==> config.mk <==
export PLATFORM = sky130hd
export DESIGN_NAME = aes_round_scheduler
export DESIGN_NICKNAME = d
export VERILOG_FILES = /design/src/rtl/aes_pkg.sv /design/src/rtl/aes_exp_watchdog.sv /design/src/rtl/aes_round_scheduler.sv
export SDC_FILE = /design/constraint.sdc
export NUM_CORES = 1
export LEC_CHECK = 0
export CORE_MARGIN = 2
export CORE_UTILIZATION = 46
export DETAILED_ROUTE_END_ITERATION = 7
export GPL_TIMING_DRIVEN = 1
export PLACE_DENSITY = 0.74
export SYNTH_ARGS = -nofsm -noshare
export SYNTH_HDL_FRONTEND = slang
export SYNTH_SLANG_ARGS = --single-unit
==> constraint.sdc <==
create_clock -name clk -period 1.7 [get_ports clk]
set_input_delay 0.34 -clock clk [delete_from_list [all_inputs] [get_ports clk]]
set_output_delay 0.34 -clock clk [all_outputs]
set_load 0.005 [all_outputs]
==> src/rtl/aes_pkg.sv <==
// Shared types and constants for the AES-128 round scheduler.
// Pure declarations; no timing or backpressure of its own.
package aes_pkg;
  localparam int NR          = 10;
  localparam int ROUND_W     = 4;
  localparam int EXP_TIMEOUT = 64;

  typedef enum logic [3:0] {
    ST_IDLE,
    ST_LOAD,
    ST_EXPAND,
    ST_READY,
    ST_INIT,
    ST_ROUND,
    ST_FINAL,
    ST_OUT,
    ST_ERROR
  } state_e;

  localparam logic [1:0] RT_IDLE  = 2'd0;
  localparam logic [1:0] RT_INIT  = 2'd1;
  localparam logic [1:0] RT_MID   = 2'd2;
  localparam logic [1:0] RT_FINAL = 2'd3;
endpackage

==> src/rtl/aes_exp_watchdog.sv <==
// Expansion watchdog: counts enabled cycles, timeout is combinational on the LIMIT-th cycle.
// No backpressure; saturates at LIMIT-1 so it never wraps.
module aes_exp_watchdog #(
  parameter int LIMIT = 64,
  parameter int W     = $clog2(LIMIT + 1)
) (
  input  logic clk,
  input  logic reset_n,
  input  logic clr,
  input  logic en,
  output logic timeout
);
  logic [W-1:0] cnt_q, cnt_d;
  logic         at_limit;

  assign at_limit = (cnt_q == W'(LIMIT - 1));
  assign timeout  = en && at_limit;

  always_comb begin
    cnt_d = cnt_q;
    if (clr) begin
      cnt_d = '0;
    end else if (en && !at_limit) begin
      cnt_d = cnt_q + W'(1);
    end
  end

  always_ff @(posedge clk or negedge reset_n) begin
    if (!reset_n) begin
      cnt_q <= '0;
    end else begin
      cnt_q <= cnt_d;
    end
  end
endmodule

==> src/rtl/aes_round_scheduler.sv <==
// AES-128 sequencer: key load/expand, then INIT + NR-1 MID + FINAL rounds; ciphertext valid NR+2 cycles after accept.
// Result held in OUT until out_ready; blk_ready only in READY, so blocks back-pressure for the whole cipher run.
module aes_round_scheduler
  import aes_pkg::*;
#(
  parameter int NR          = aes_pkg::NR,
  parameter int ROUND_W     = aes_pkg::ROUND_W,
  parameter int EXP_TIMEOUT = aes_pkg::EXP_TIMEOUT
) (
  input  logic               clk,
  input  logic               reset_n,
  input  logic               key_req,
  output logic               key_ready,
  output logic               key_err,
  output logic               load_key,
  output logic               key_mode,
  input  logic               expansion_done,
  output logic               sbox_sel,
  input  logic               blk_valid,
  output logic               blk_ready,
  output logic [ROUND_W-1:0] sel_round,
  output logic               dp_en,
  output logic [1:0]         dp_round_type,
  output logic               out_valid,
  input  logic               out_ready,
  output logic               busy
);
  state_e               state_q, state_d;
  logic [ROUND_W-1:0]   rnd_q, rnd_d;
  logic                 key_pend_q, key_pend_d;
  logic                 key_err_q, key_err_d;
  logic                 wd_clr, wd_en, wd_timeout;

  aes_exp_watchdog #(.LIMIT(EXP_TIMEOUT)) u_wd (
    .clk     (clk),
    .reset_n (reset_n),
    .clr     (wd_clr),
    .en      (wd_en),
    .timeout (wd_timeout)
  );

  assign key_err = key_err_q;

  always_comb begin
    state_d       = state_q;
    rnd_d         = rnd_q;
    key_pend_d    = key_pend_q;
    key_err_d     = key_err_q;
    wd_clr        = 1'b0;
    wd_en         = 1'b0;
    key_ready     = 1'b0;
    load_key      = 1'b0;
    key_mode      = 1'b1;
    sbox_sel      = 1'b1;
    blk_ready     = 1'b0;
    sel_round     = '0;
    dp_en         = 1'b0;
    dp_round_type = RT_IDLE;
    out_valid     = 1'b0;
    busy          = 1'b1;

    case (state_q)
      ST_IDLE: begin
        busy = 1'b0;
        if (key_req) state_d = ST_LOAD;
      end
      ST_LOAD: begin
        load_key = 1'b1;
        key_mode = 1'b0;
        sbox_sel = 1'b0;
        wd_clr   = 1'b1;
        state_d  = ST_EXPAND;
      end
      ST_EXPAND: begin
        key_mode = 1'b0;
        sbox_sel = 1'b0;
        wd_en    = 1'b1;
        // A late done on the timeout cycle still counts as success.
        if (expansion_done) begin
          state_d = ST_READY;
        end else if (wd_timeout) begin
          state_d   = ST_ERROR;
          key_err_d = 1'b1;
        end
      end
      ST_READY: begin
        busy      = 1'b0;
        key_ready = 1'b1;
        blk_ready = 1'b1;
        rnd_d     = '0;
        if (blk_valid) begin
          state_d    = ST_INIT;
          key_pend_d = key_req;
        end else if (key_req) begin
          state_d = ST_LOAD;
        end
      end
      ST_INIT: begin
        sel_round     = rnd_q;
        dp_en         = 1'b1;
        dp_round_type = RT_INIT;
        rnd_d         = ROUND_W'(1);
        key_pend_d    = key_pend_q | key_req;
        state_d       = ST_ROUND;
      end
      ST_ROUND: begin
        sel_round     = rnd_q;
        dp_en         = 1'b1;
        dp_round_type = RT_MID;
        key_pend_d    = key_pend_q | key_req;
        if (rnd_q == ROUND_W'(NR - 1)) begin
          rnd_d   = ROUND_W'(NR);
          state_d = ST_FINAL;
        end else begin
          rnd_d = rnd_q + ROUND_W'(1);
        end
      end
      ST_FINAL: begin
        sel_round     = rnd_q;
        dp_en         = 1'b1;
        dp_round_type = RT_FINAL;
        key_pend_d    = key_pend_q | key_req;
        rnd_d         = '0;
        state_d       = ST_OUT;
      end
      ST_OUT: begin
        out_valid  = 1'b1;
        key_pend_d = key_pend_q | key_req;
        if (out_ready) begin
          key_pend_d = 1'b0;
          state_d    = (key_pend_q || key_req) ? ST_LOAD : ST_READY;
        end
      end
      ST_ERROR: begin
        busy = 1'b0;
        if (key_req) state_d = ST_LOAD;
      end
      default: begin
        state_d = ST_IDLE;
      end
    endcase

    if (state_d == ST_LOAD) key_err_d = 1'b0;
  end

  always_ff @(posedge clk or negedge reset_n) begin
    if (!reset_n) begin
      state_q    <= ST_IDLE;
      rnd_q      <= '0;
      key_pend_q <= 1'b0;
      key_err_q  <= 1'b0;
    end else begin
      state_q    <= state_d;
      rnd_q      <= rnd_d;
      key_pend_q <= key_pend_d;
      key_err_q  <= key_err_d;
    end
  end
endmodule

==> results.ini <==
[outcome]
status=complete, but fails checks
violations=setup timing

[synth]
synth-main-ff-cell=dfrtp_1
ys_ff_latch=17
ys_types=41
yosysWarnings=0
synth_edf_count=0
seq_area_frac_synth_pct=37.6
synth_most_common_cell=dfrtp_1
netlist_area_um2=1130
synth.top_cells.by_count=dfrtp_1 (17), nor2_1 (16), o21ai_0 (9), inv_1 (8), and2_1 (5)
synthArstFlopShare_pct=100
yosys-top-cells-area=dfrtp_1 (38%), nor2_1 (5.3%), o21ai_0 (4.0%), ha_1 (3.3%), xor2_1 (3.1%)
syn_inst=121
synth.avg_cell_area_um2=9.36
syn_nets=130
synth_top_area_share_pct=37.6
yosys.area.top_type=dfrtp_1

[placed_design]
post_dp_cell_area_um2=1560
gp_congestion=0.848
post-dp-hpwl_um=2190
dp_cells=192
pre_cts_slack_ns=-0.102
port_buffers=20

[timing]
slew_headroom_pct=74.8
min_period_ns=1.83
layout_worst_path_cycle_share_pct=108
whs_ns=0.345
final-max-slew-violation-count=0
finalSetupViolations=19
max_freq_ghz=0.545
setup_tns_ns=-1.42
rsz0062_at_grt=yes
worstMarginPinSlew_ns=0.377
fin_ws_ns=-0.134
hold_viol=0
clock_skew_ns=0.0110

[clock_tree]
cts_max_level=1
cts_root_buf=clkbuf_4
tritoncts=yes
cts_buffers=3
worstSkewPairLatency_ns=0.31
path_clk_slew_ns=0.12
clock-sinks=17
cts_hold_buf=0
clockBufferDepth=2

[critical_path]
end_kind=primary output
rr_startpoint=state_q[0]
cp-endpoint=load_key
ff2ff_path_depth=8
r2r-end=u_wd.cnt_q[3]
path_class=reg -> out
critical_path_required_ns=1.36
critPathMaxFanout=4
start_kind=flip-flop
crit_start=state_q[2]
r2r_slack_ns=-0.13
critPathArrivalTime_ns=1.49

[grt]
grt_usage_pct=28.8
antenna_found_initial=0
grt_max_degree=18
grt_first_pass_wirelength_um=5880
grt_pass1_vias=1232
grt-ovfl-total=0

[power]
power.density_nw_per_um2=1610
ir_drop_v=0.00118
cellLeakagePower_nw=0.889

[floorplan]
die_w_um=53.6
rows=17
die_y_um=53.6
ios=21
start_util_pct=49.8
coreArea_um2=2280
die_area_um2=2870

[finish]
design_area_um2=1850
nets=196
diodes=0
instances_no_fill=214
syn_to_final_growth_pct=63.3
layout-drive-gt1-share_pct=49.5

[routing]
wl_per_cell_um=19.3
route.antenna.remaining_nets=0
viasPerCell=5.93
drtIter0Drc=37
dr_total_vias=1270
drc=0
wl_um=4140
dr.pass1.iters=5

[run]
maxCapViolCount=0

[worst_hold_path]
hp-class=in -> async

worst max-delay path, cell delays in order (launching register included):
cell     delay (ns)
dfrtp_2        0.46
buf_6          0.13
nor4b_4        0.31
buf_4          0.18
buf_6          0.09
per-stage QoR:
| step | util, % | power [mW] |
|---|---|---|
| 2_1_floorplan | - | 1.38 |
| 3_3_place_gp | 68.7 | 2.10 |
| 3_5_place_dp | 68.7 | 2.15 |
| 4_1_cts | 77.4 | 2.71 |
| 5_1_grt | 81.3 | 3.13 |
| 6_report | 81.3 | 2.97 |
cell type report:
class / instances / area (um2)
fillers: 137 / 427
clock inverters: 1 / 7.51
clock buffers: 3 / 22.5
well taps: 28 / 35.0
multi-input cells: 88 / 749
repair buffers: 69 / 578
inverters: 8 / 30.0
flip-flops and latches: 17 / 427
worst min-delay path by stage:
stage,start,endpoint,slack [ns],depth (start not counted)
finish,reset_n,u_wd.cnt_q[6],0.35,2
global placement,u_wd.cnt_q[6],u_wd.cnt_q[6],0.49,2
floorplan,reset_n,key_err,0.04,0
CTS,reset_n,u_wd.cnt_q[6],0.37,2
global route,reset_n,u_wd.cnt_q[6],0.36,2
detailed placement,u_wd.cnt_q[6],u_wd.cnt_q[6],0.50,2
cells by family (layout without fill, tap and decap cells):
family,Yosys count,count (layout),share of synthesized area (%)
simple gates,45,45,25.0
compound gates,34,34,21.7
flops,17,17,37.6
buf+inv,16,81,7.73
xor+xnor,5,5,3.87
fa+ha+maj,3,3,3.32
mux,1,1,0.884
routing by layer:
layer / global-route usage, % / share of wire, % / vias up
met3: 4.17 / 4.5 / 12
li1: - / - / 570
met5: 0 / 0 / -
met1: 38.9 / 43 / 640
met2: 46.7 / 50 / 48
met4: 10.7 / 2.4 / 0
registers in the layout (all words and copies together) (netlist names):
| signal | count |
|---|---|
| state_q | 4 |
| key_pend_q | 1 |
| key_err | 1 |
| rnd_q | 4 |
| u_wd.cnt_q | 7 |
layout by cell type, fill, tap and decap left out, drive strengths merged, types with 2 or more instances in the layout:
cell type       n
and3b           2
nor2           16
clkdlybuf4s50   6
ha              3
dfrtp          17
nand3           3
inv             8
and3            2
nand2           3
o21ai           9
nor4b           2
a22o            2
a311oi          2
a21oi           4
nor4            2
a22oi           2
nand3b          2
o2111ai         2
buf            62
nor3            3
clkbuf          4
xor2            4
o211ai          3
a31o            3
and2            5
repair_timing:
action | 4_1_cts | 5_1_grt
pin swaps | 14 | 13
resized for setup | 81 | 23
endpoints found under the hold margin | 0 | 0
endpoints found under the setup margin | 16 | 20
buffers inserted | 17 | 3
power by group:
| part | leakage, nW | total [mW] | internal [mW] | switching (mW) |
|---|---|---|---|---|
| clock network | 0.0139 | 0.244 | 0.0899 | 0.154 |
| registers | 0.222 | 0.596 | 0.500 | 0.0962 |
| logic | 0.653 | 2.13 | 1.15 | 0.983 |
| total | 0.889 | 2.97 | 1.74 | 1.23 |
Power figures use the tool's default switching activity.
